==> src/rtl/multicycle_controller.sv <==
// -----------------------------------------------------------------------------
// multicycle_controller
//
// Main control FSM of the multicycle processor core. It steps each
// instruction through fetch, decode, execute, memory and writeback, and
// drives every mux select and write strobe of a datapath that shares one
// memory port and one ALU.
//
// Optional feature: define MEM_WAIT_EN to add a mem_ready handshake. FETCH,
// MEMRD and MEMWR then hold until mem_ready=1, and IRWrite, PCWrite and
// MemWrite fire only in the ready cycle. Without the macro, memory always
// completes in one cycle and the port does not exist.
//
// Ports:
//   clk, reset      rising-edge clock, synchronous active-high reset
//   Op, Funct, Rd   instruction fields, held stable by the IR after FETCH
//   CondEx          condition check result, sampled in DECODE only
//   mem_ready       memory handshake (MEM_WAIT_EN builds only)
//   PCWrite, IRWrite, MemWrite, RegWrite        write strobes
//   AdrSrc, ALUSrcA, ALUSrcB, ResultSrc         datapath mux selects
//   ImmSrc, RegSrc  decoded from Op/Funct in every state
//   ALUOp, Branch   ALU decode enable, branch indicator
//   state           current state encoding, for debug
// -----------------------------------------------------------------------------
module multicycle_controller (
    input  logic       clk,
    input  logic       reset,
    input  logic [1:0] Op,
    input  logic [5:0] Funct,
    input  logic [3:0] Rd,
    input  logic       CondEx,
`ifdef MEM_WAIT_EN
    input  logic       mem_ready,
`endif
    output logic       PCWrite,
    output logic       IRWrite,
    output logic       MemWrite,
    output logic       RegWrite,
    output logic       AdrSrc,
    output logic       ALUSrcA,
    output logic [1:0] ALUSrcB,
    output logic [1:0] ResultSrc,
    output logic [1:0] ImmSrc,
    output logic [1:0] RegSrc,
    output logic       ALUOp,
    output logic       Branch,
    output logic [3:0] state
);

    typedef enum logic [3:0] {
        S_FETCH  = 4'd0,
        S_DECODE = 4'd1,
        S_MEMADR = 4'd2,
        S_MEMRD  = 4'd3,
        S_MEMWB  = 4'd4,
        S_MEMWR  = 4'd5,
        S_EXECR  = 4'd6,
        S_EXECI  = 4'd7,
        S_ALUWB  = 4'd8,
        S_BRANCH = 4'd9
    } state_t;

    state_t state_q;
    state_t state_d;

    // Instruction field aliases
    logic       funct_i_s;
    logic       funct_l_s;
    logic [1:0] cmd_hi_s;
    logic       mem_ok_s;
    logic       unused_funct_s;

    assign funct_i_s      = Funct[5];
    assign funct_l_s      = Funct[0];
    assign cmd_hi_s       = Funct[4:3];
    // Only the compare-class bits of cmd matter to the controller
    assign unused_funct_s = ^Funct[2:1];

`ifdef MEM_WAIT_EN
    assign mem_ok_s = mem_ready;
`else
    assign mem_ok_s = 1'b1;
`endif

    // State register with synchronous reset to FETCH
    always_ff @(posedge clk) begin
        if (reset) begin
            state_q <= S_FETCH;
        end else begin
            state_q <= state_d;
        end
    end

    // Next-state logic
    always_comb begin
        state_d = state_q;
        case (state_q)
            S_FETCH: begin
                if (mem_ok_s) begin
                    state_d = S_DECODE;
                end else begin
                    state_d = S_FETCH;
                end
            end
            S_DECODE: begin
                // A failed condition or unsupported opcode retires here
                if (!CondEx || (Op == 2'd3)) begin
                    state_d = S_FETCH;
                end else begin
                    case (Op)
                        2'd0: begin
                            if (funct_i_s) begin
                                state_d = S_EXECI;
                            end else begin
                                state_d = S_EXECR;
                            end
                        end
                        2'd1:    state_d = S_MEMADR;
                        2'd2:    state_d = S_BRANCH;
                        default: state_d = S_FETCH;
                    endcase
                end
            end
            S_MEMADR: begin
                if (funct_l_s) begin
                    state_d = S_MEMRD;
                end else begin
                    state_d = S_MEMWR;
                end
            end
            S_MEMRD: begin
                if (mem_ok_s) begin
                    state_d = S_MEMWB;
                end else begin
                    state_d = S_MEMRD;
                end
            end
            S_MEMWR: begin
                if (mem_ok_s) begin
                    state_d = S_FETCH;
                end else begin
                    state_d = S_MEMWR;
                end
            end
            S_EXECR:  state_d = S_ALUWB;
            S_EXECI:  state_d = S_ALUWB;
            S_MEMWB:  state_d = S_FETCH;
            S_ALUWB:  state_d = S_FETCH;
            S_BRANCH: state_d = S_FETCH;
            default:  state_d = S_FETCH;
        endcase
    end

    // Moore output decode; reset forces every output low, including the
    // Op-derived selects, so nothing is strobed while reset is high
    always_comb begin
        PCWrite   = 1'b0;
        IRWrite   = 1'b0;
        MemWrite  = 1'b0;
        RegWrite  = 1'b0;
        AdrSrc    = 1'b0;
        ALUSrcA   = 1'b0;
        ALUSrcB   = 2'd0;
        ResultSrc = 2'd0;
        ImmSrc    = 2'd0;
        RegSrc    = 2'd0;
        ALUOp     = 1'b0;
        Branch    = 1'b0;
        state     = 4'd0;
        if (reset) begin
            state = 4'd0;
        end else begin
            state     = state_q;
            ImmSrc    = Op;
            RegSrc[0] = (Op == 2'd2);
            RegSrc[1] = (Op == 2'd1) && !funct_l_s;
            case (state_q)
                S_FETCH: begin
                    IRWrite   = mem_ok_s;
                    PCWrite   = mem_ok_s;
                    ALUSrcA   = 1'b1;
                    ALUSrcB   = 2'd2;
                    ResultSrc = 2'd2;
                end
                S_DECODE: begin
                    // PC+4 computed speculatively for PC-relative operands
                    ALUSrcA   = 1'b1;
                    ALUSrcB   = 2'd2;
                    ResultSrc = 2'd2;
                end
                S_MEMADR: begin
                    ALUSrcB = 2'd1;
                end
                S_MEMRD: begin
                    AdrSrc = 1'b1;
                end
                S_MEMWB: begin
                    ResultSrc = 2'd1;
                    RegWrite  = 1'b1;
                    PCWrite   = (Rd == 4'd15);
                end
                S_MEMWR: begin
                    AdrSrc   = 1'b1;
                    MemWrite = mem_ok_s;
                end
                S_EXECR: begin
                    ALUOp = 1'b1;
                end
                S_EXECI: begin
                    ALUSrcB = 2'd1;
                    ALUOp   = 1'b1;
                end
                S_ALUWB: begin
                    // Compare-class commands only update flags
                    RegWrite = (cmd_hi_s != 2'b10);
                    PCWrite  = (cmd_hi_s != 2'b10) && (Rd == 4'd15);
                end
                S_BRANCH: begin
                    ALUSrcB   = 2'd1;
                    ResultSrc = 2'd2;
                    Branch    = 1'b1;
                    PCWrite   = 1'b1;
                end
                default: begin
                    state = state_q;
                end
            endcase
        end
    end

endmodule

==> config.mk <==
export PLATFORM = sky130hd
export DESIGN_NAME = multicycle_controller
export DESIGN_NICKNAME = d
export VERILOG_FILES = /design/src/rtl/multicycle_controller.sv
export SDC_FILE = /design/constraint.sdc
export NUM_CORES = 1
export LEC_CHECK = 0
export ABC_AREA = 1
export BUFFER_PORTS_ARGS = -buffer_cell sky130_fd_sc_hd__buf_2
export CORE_AREA = 2 2 39 41
export DETAILED_ROUTE_END_ITERATION = 12
export DIE_AREA = 0 0 41 43
export PLACE_DENSITY = 0.71
export SETUP_SLACK_MARGIN = 0.5
export SYNTH_ARGS = -nofsm -noshare
export SYNTH_HDL_FRONTEND = slang
export SYNTH_SLANG_ARGS = --single-unit
==> constraint.sdc <==
create_clock -name clk -period 2.3 [get_ports clk]
set_input_delay 0.46 -clock clk [delete_from_list [all_inputs] [get_ports clk]]
set_output_delay 0.46 -clock clk [all_outputs]
set_load 0.01 [all_outputs]
==> summary.md, run 1 <==
| Metric | Value |
|---|---|
| Required time of the critical path | `1.84 ns` |
| Part of the power in the clock network | `0.329` |
| WL/cell | `a little over 9 um` |
| Leakage | `between 0.4 and 0.5 nW` |
| Hold_ws | `0.526 ns` |
| Worst setup SP type | `register` |
| Most frequent cells in the layout | `32 x buf_2, 16 x nand2_1, 16 x nor2_1, 9 x nand3_1, 9 x inv_1` |
| Worst Hold Class | `in -> reg` |
| Instance count of the mapped netlist | `85` |
| Ports | `35` |
| Post-detailed-route count of antenna-violating nets | `0` |
| Biggest register | `state_q` |
| Fmax | `just under 600 MHz` |
| H-tree depth | `1` |
| Core area | `1380 sq um` |
| Die W | `between 40 and 50 um` |
| Post-synth cell types | `19` |
| PwrDens | `375 nW/um^2` |
| Number of max-cap violations | `0` |
| Comb pwr share | `0.357` |
| Number of global-route vias before repair | `470` |
| RSZ-0062 raised after global routing | `no` |
| Int Power | `0.167 mW` |
| Relative slew slack | `0.781` |
| Worst-Skew Late Latency | `approximately 0.23 ns` |
| Syn Area/Cell | `5.40 sq um` |
| Vias/cell | `4.57` |
| Critical Path Max Stage Delay | `between 0.4 and 0.5 ns` |
| Clock Pin Slew Worst Setup and Hold Paths | `0.04 ns` |
| Antenna cells | `0` |
| Starting density of the core | `0.332` |
| Synth-to-Final Area Change | `45.5%` |
| Status | `complete, no violations` |
| Final Critical Period | `1.70 ns` |
| Rows | `14` |
| Sequential area share after synthesis | `0.174` |
| CTS tree | `built` |
| Post-detail-place hpwl | `992 um` |
| Synth warnings | `0` |
| Slew @ Worst Pin | `0.328 ns` |
| Setup CP Type | `reg -> out` |
| Slew Limit Fails | `0` |
| CTS Buf Count | `3` |
| Register area | `83.8 sq um` |
| Via count | `612` |
| GR Util All Layers | `0.143` |
| Max clock buf depth | `2` |
| First-pass GRT wire length | `1770 um` |
| Crit Path Max Fanout | `7` |
| Synth Cell Area | `about 460 sq um` |
| CP delay by family, top | `flip-flops` |
| Min setup slack post-route | `0.598 ns` |
| Setup TNS | `0 ns` |
| Largest register FFs | `4` |
| Data arrival, critical path | `1.24 ns` |
| CP most frequent cell | `nor2_2` |
| Slowest-stage cell, CP | `dfxtp_1` |
| Die Height | `43 um` |
| Largest net degree at the start of global routing | `20` |
| Bufs and invs on worst path | `2` |
| Total die area | `1760 sq um` |
| Area of the multi-input gates | `312 sq um` |
| Sw Ratio | `0.332` |
| Drt total wl | `1240 um` |
| Drt first-iter violations | `3` |
| Yosys reg bits | `4` |
| Regs by FF count | `state_q: 4 flops` |
| Final period util | `0.740` |
| Seq pwr share | `0.314` |
| Fill count | `164` |
| Commonest non-fill, non-tap cell in the layout | `buf_2` |
| Endpoints failing setup | `0` |
| Final layout net count | `around 140` |
| CP cell instances | `inv_2 > nand2_1 > nor2_2 > nor2_2 > a21oi_2 > buf_2` |
| Initial antenna violation count | `0` |
| Total gr overflow | `0` |
| Clock skew | `between 0.002 and 0.003 ns` |
| Sw power | `0.0831 mW` |
| # port buffers | `32` |
| Endpoints failing hold | `0` |
| CP Capture Type | `output port` |
| Mapped Nets | `100` |
| VDD IR-drop max | `264 uV` |
| Share of layout cells above drive strength 1 | `0.483` |
| First drt pass iteration count | `2` |
| Root Driver | `clkbuf_4` |
| CTS Sinks | `4` |
| Remaining DRCs | `0` |
| Pre-CTS setup slack | `0.651 ns` |
| GPL Wtd Cong | `between 0.7 and 0.8` |
## area by class of cell
type                       instances  share of cell area
clock buffer                       3              0.0337
inverter                          16              0.0936
multi-input combinational         62               0.466
sequential                         4               0.125
tap                               16              0.0300
timing repair buffer              33               0.251
## final timing paths
path	startpoint	endpoint	slack (ns)	depth (start not counted)
worst max register to register	state_q[1]$_SDFF_PP0_	state_q[2]$_SDFF_PP0_	1.26	7
worst max-delay path	state_q[0]$_SDFF_PP0_	ResultSrc[1]	0.60	6
worst min register to register	state_q[1]$_SDFF_PP0_	state_q[1]$_SDFF_PP0_	0.58	2
worst min-delay path	CondEx	state_q[1]$_SDFF_PP0_	0.53	3
## synth_stat cells
master	number	area share
buf_2	2	0.022
nand3_1	9	0.098
a21oi_2	1	0.019
nand2_1	16	0.13
nor2_2	4	0.054
nor2_4	1	0.025
a21oi_1	6	0.065
inv_4	1	0.014
buf_6	1	0.025
nand2_2	1	0.014
nor3_1	3	0.033
nand2_4	1	0.025
inv_2	6	0.049
dfxtp_1	4	0.17
or2_2	1	0.014
nor4_1	1	0.014
nand4_1	1	0.014
inv_1	9	0.074
nor2_1	17	0.14
## power by group through the flow
stage / clock, mW / sequential (mW) / combinational [mW]
after floorplan: 0 / 0.0775 / 0.0580
after global placement: 0 / 0.0790 / 0.0849
after detailed placement: 0 / 0.0794 / 0.0856
after CTS: 0.0871 / 0.0784 / 0.0860
after global routing: 0.0946 / 0.0793 / 0.100
final: 0.0823 / 0.0787 / 0.0895
## worst reg2reg max path, stage by stage (launching register included)
cell and delay (ns):
dfxtp_2 0.41, inv_4 0.07, nand2_4 0.08, inv_2 0.04
nand2_1 0.10, nor2_1 0.05, nor2_1 0.11, nor2_1 0.05
## per-layer routing
| metal | track usage | share of wire |
|---|---|---|
| met5 | 0 | 0 |
| met4 | 0.0400 | 0 |
| met3 | 0.0314 | 0.096 |
| met2 | 0.225 | 0.47 |
| met1 | 0.187 | 0.43 |
## stage by stage
step	cells	total power, mW	utilization	instance area, sq um
detailed placement	130	0.165	0.447	618
floorplan	85	0.135	-	459
finish	134	0.250	0.483	668
global route	134	0.274	0.483	668
global placement	130	0.164	0.447	618
CTS	133	0.251	0.463	641
## logic make-up (layout without fill, tap and decap cells)
kind of cell,after synthesis,count (layout),synth area share
compound gates,7,7,0.0845
buf+inv,19,52,0.183
flops,4,4,0.174
simple gates,55,55,0.559
## repair_timing
action | in CTS | in global routing
gates resized for setup | 0 | 7
hold buffers | 0 | 0
setup buffers | 0 | 1
endpoints found under the setup margin | 0 | 4
No activity file was read; power rests on OpenSTA's default activity.
==> run 2, diff against run 1 <==
ABC_AREA = 0   (was 1)
CORE_AREA = unset   (was 2 2 39 41)
CORE_MARGIN = 2   (was unset)
CORE_UTILIZATION = 34   (was unset)
DIE_AREA = unset   (was 0 0 41 43)
PLACE_DENSITY = 0.72   (was 0.71)
clock period = 1.5 ns   (was 2.3 ns; I/O delays follow)
==> summary.md, run 2 <==
| Metric | Value |
|---|---|
| Number of max-cap violations | `0` |
| Final Critical Period | `1.71 ns` |
| Initial antenna violation count | `0` |
| Hold_ws | `0.385 ns` |
| Drt first-iter violations | `10` |
| Share of layout cells above drive strength 1 | `0.839` |
| Die W | `41.1 um` |
| Max clock buf depth | `2` |
| Rows | `13` |
| Setup CP Type | `reg -> out` |
| Commonest non-fill, non-tap cell in the layout | `buf_2` |
| Core area | `1280 sq um` |
| Total die area | `~1700 sq um` |
| Hold-fix buffers at CTS | `0` |
| H-tree depth | `1` |
| Ys async rst share | `0` |
| CTS Sinks | `4` |
| First-pass GRT wire length | `between 2000 and 2500 um` |
| GPL Wtd Cong | `roughly 0.83` |
| Clock Pin Slew Worst Setup and Hold Paths | `0.04 ns` |
| # port buffers | `32` |
| Commonest cells post-synth | `7 x nor2b_1, 6 x nor2_1, 4 x dfxtp_1` |
| Synth warnings | `0` |
| Most numerous cell in the Yosys netlist | `nor2b_1` |
| Vias/cell | `around 5.5` |
| CP Capture Type | `output port` |
| RSZ-0062 raised after global routing | `yes` |
| Via count | `727` |
| Final period util | `1.14` |
| VDD IR-drop max | `434 uV` |
| Endpoints failing setup | `10` |
| Die Height | `41.1 um` |
| Relative slew slack | `0.774` |
| Instance count of the mapped netlist | `60` |
| Post-synth cell types | `31` |
| Top cell type by total area after synthesis | `dfxtp_1` |
| Starting density of the core | `0.363` |
| Failing checks | `setup timing` |
| Largest register FFs | `4` |
| Total gr overflow | `0` |
| Number of global-route vias before repair | `approximately 570` |
| Required time of the critical path | `1.20 ns` |
| Sequential area share after synthesis | `0.172` |
| Clock skew | `roughly 0.0033 ns` |
| Top post-synthesis cells by area | `dfxtp_1 17%, nor2b_1 9.4%, buf_6 4.8%, nor2_1 4.8%, nor3b_1 4.8%` |
| Mapped Nets | `75` |
| Crit Path Max Fanout | `6` |
| Cell Area, Placed | `805 sq um` |
| Status | `finished, violations left` |
| Yosys reg bits | `4` |
| CTS Buf Count | `3` |
| Slew Limit Fails | `0` |
| Min setup slack post-route | `-0.215 ns` |
| Antenna cells | `0` |
| Remaining DRCs | `0` |
| Worst setup SP type | `register` |
| Fill count | `60` |
| Syn Area/Cell | `7.78 sq um` |
| Biggest register | `state_q` |
| Synth Cell Area | `467 sq um` |
| Number of synthesized flops with an enable pin | `0` |
| Worst Hold Class | `in -> reg` |
| PwrDens | `~470 nW/um^2` |
| First drt pass iteration count | `4` |
| Post-detailed-route count of antenna-violating nets | `0` |
| Root Driver | `clkbuf_4` |
| Largest net degree at the start of global routing | `11` |
| Leakage | `0.568 nW` |
| Endpoints failing hold | `0` |
| Prevailing post-synth register cell | `dfxtp_1` |
| Data arrival, critical path | `1.41 ns` |
| GR Util All Layers | `0.226` |
| Register area | `roughly 95 sq um` |
| Share of Yosys cell area claimed by the top area cell type | `0.172` |
| Synth-to-Final Area Change | `146%` |
| Fmax | `583 MHz` |
| Post-detail-place hpwl | `1120 um` |
| Worst-Skew Late Latency | `0.24 ns` |
| Final layout net count | `~140` |
| Slew @ Worst Pin | `0.336 ns` |
| Area of the multi-input gates | `519 sq um` |
| Most frequent cells in the layout | `25 x buf_2, 17 x buf_6, 16 x buf_4` |
| Regs by FF count | `state_q: 4 flops` |
| Ports | `35` |
| Post-route cell area | `1150 sq um` |
| CTS tree | `built` |
| WL/cell | `~17 um` |
| Drt total wl | `~2300 um` |
[run 2: cell count changes after synthesis, moves of 3 or more]
cell      previous run  this run
nor3b_1              0         3
nand2b_1             0         3
nand2_1             16         0
nor2_2               4         0
inv_2                6         1
nand3_1              9         2
nor2b_1              0         7
nor2_1              17         6
a21oi_1              6         3
inv_1                9         1
[run 2: cells by family (layout without fill, tap and decap cells)]
kind of cell | count (synthesis) | count (layout) | share of synthesized area
compound gates | 9 | 9 | 0.121
xor+xnor | 2 | 2 | 0.0375
buf+inv | 7 | 65 | 0.107
flops | 4 | 4 | 0.172
simple gates | 38 | 38 | 0.563
[run 2: final cells by class]
cell class | count | area share
Sequential cell | 4 | 0.0829
Inverter | 2 | 0.00872
Tap cell | 15 | 0.0164
Clock buffer | 3 | 0.0196
Timing Repair Buffer | 60 | 0.420
Multi-Input combinational cell | 49 | 0.453
[run 2: final timing paths]
kind / from / end / slack [ns] / cells past startpoint
worst max register to register: state_q[1]$_SDFF_PP0_ / state_q[0]$_SDFF_PP0_ / 0.24 / 5
worst min register to register: state_q[1]$_SDFF_PP0_ / state_q[1]$_SDFF_PP0_ / 0.69 / 3
worst min-delay path: CondEx / state_q[3]$_SDFF_PP0_ / 0.39 / 3
worst max-delay path: state_q[3]$_SDFF_PP0_ / PCWrite / -0.21 / 4
[run 2: what timing repair did]
| item | in CTS | in global routing |
|---|---|---|
| pin swaps | 11 | 12 |
| gates cloned | 0 | 1 |
| setup buffers | 9 | 8 |
| endpoints found under the setup margin | 24 | 24 |
| gates resized for setup | 22 | 19 |
[run 2: power breakdown]
group	leakage [nW]	switching [mW]	internal (mW)
logic	0.518	0.124	0.159
registers	0.0355	0.0114	0.110
clock network	0.0138	0.0488	0.0898
total	0.568	0.184	0.358
[run 2: critical path, cell delays in order, from the launching register on]
cell     delay [ns]
dfxtp_4        0.36
xor2_1         0.15
or4_1          0.44
o21ai_2        0.08
buf_2          0.14
[run 2: per-layer routing]
layer | GRT usage | vias up | part of all wire
met1 | 0.248 | 355 | 0.39
met3 | 0.0217 | 5 | 0.051
met2 | 0.426 | 29 | 0.55
met5 | 0 | - | 0
li1 | - | 338 | -
met4 | 0.100 | 0 | 0.0098
[run 2: through the flow]
step	total power, mW	cells	setup TNS (ns)	utilization	worst slack, ns
5_1_grt	0.576	133	-1.39	0.893	-0.258
3_3_place_gp	0.305	112	0	0.626	0.0243
2_1_floorplan	0.243	60	0	-	0.165
6_report	0.542	133	-0.741	0.893	-0.215
3_5_place_dp	0.310	112	0	0.626	0.00699
4_1_cts	0.478	124	-0.642	0.761	-0.166
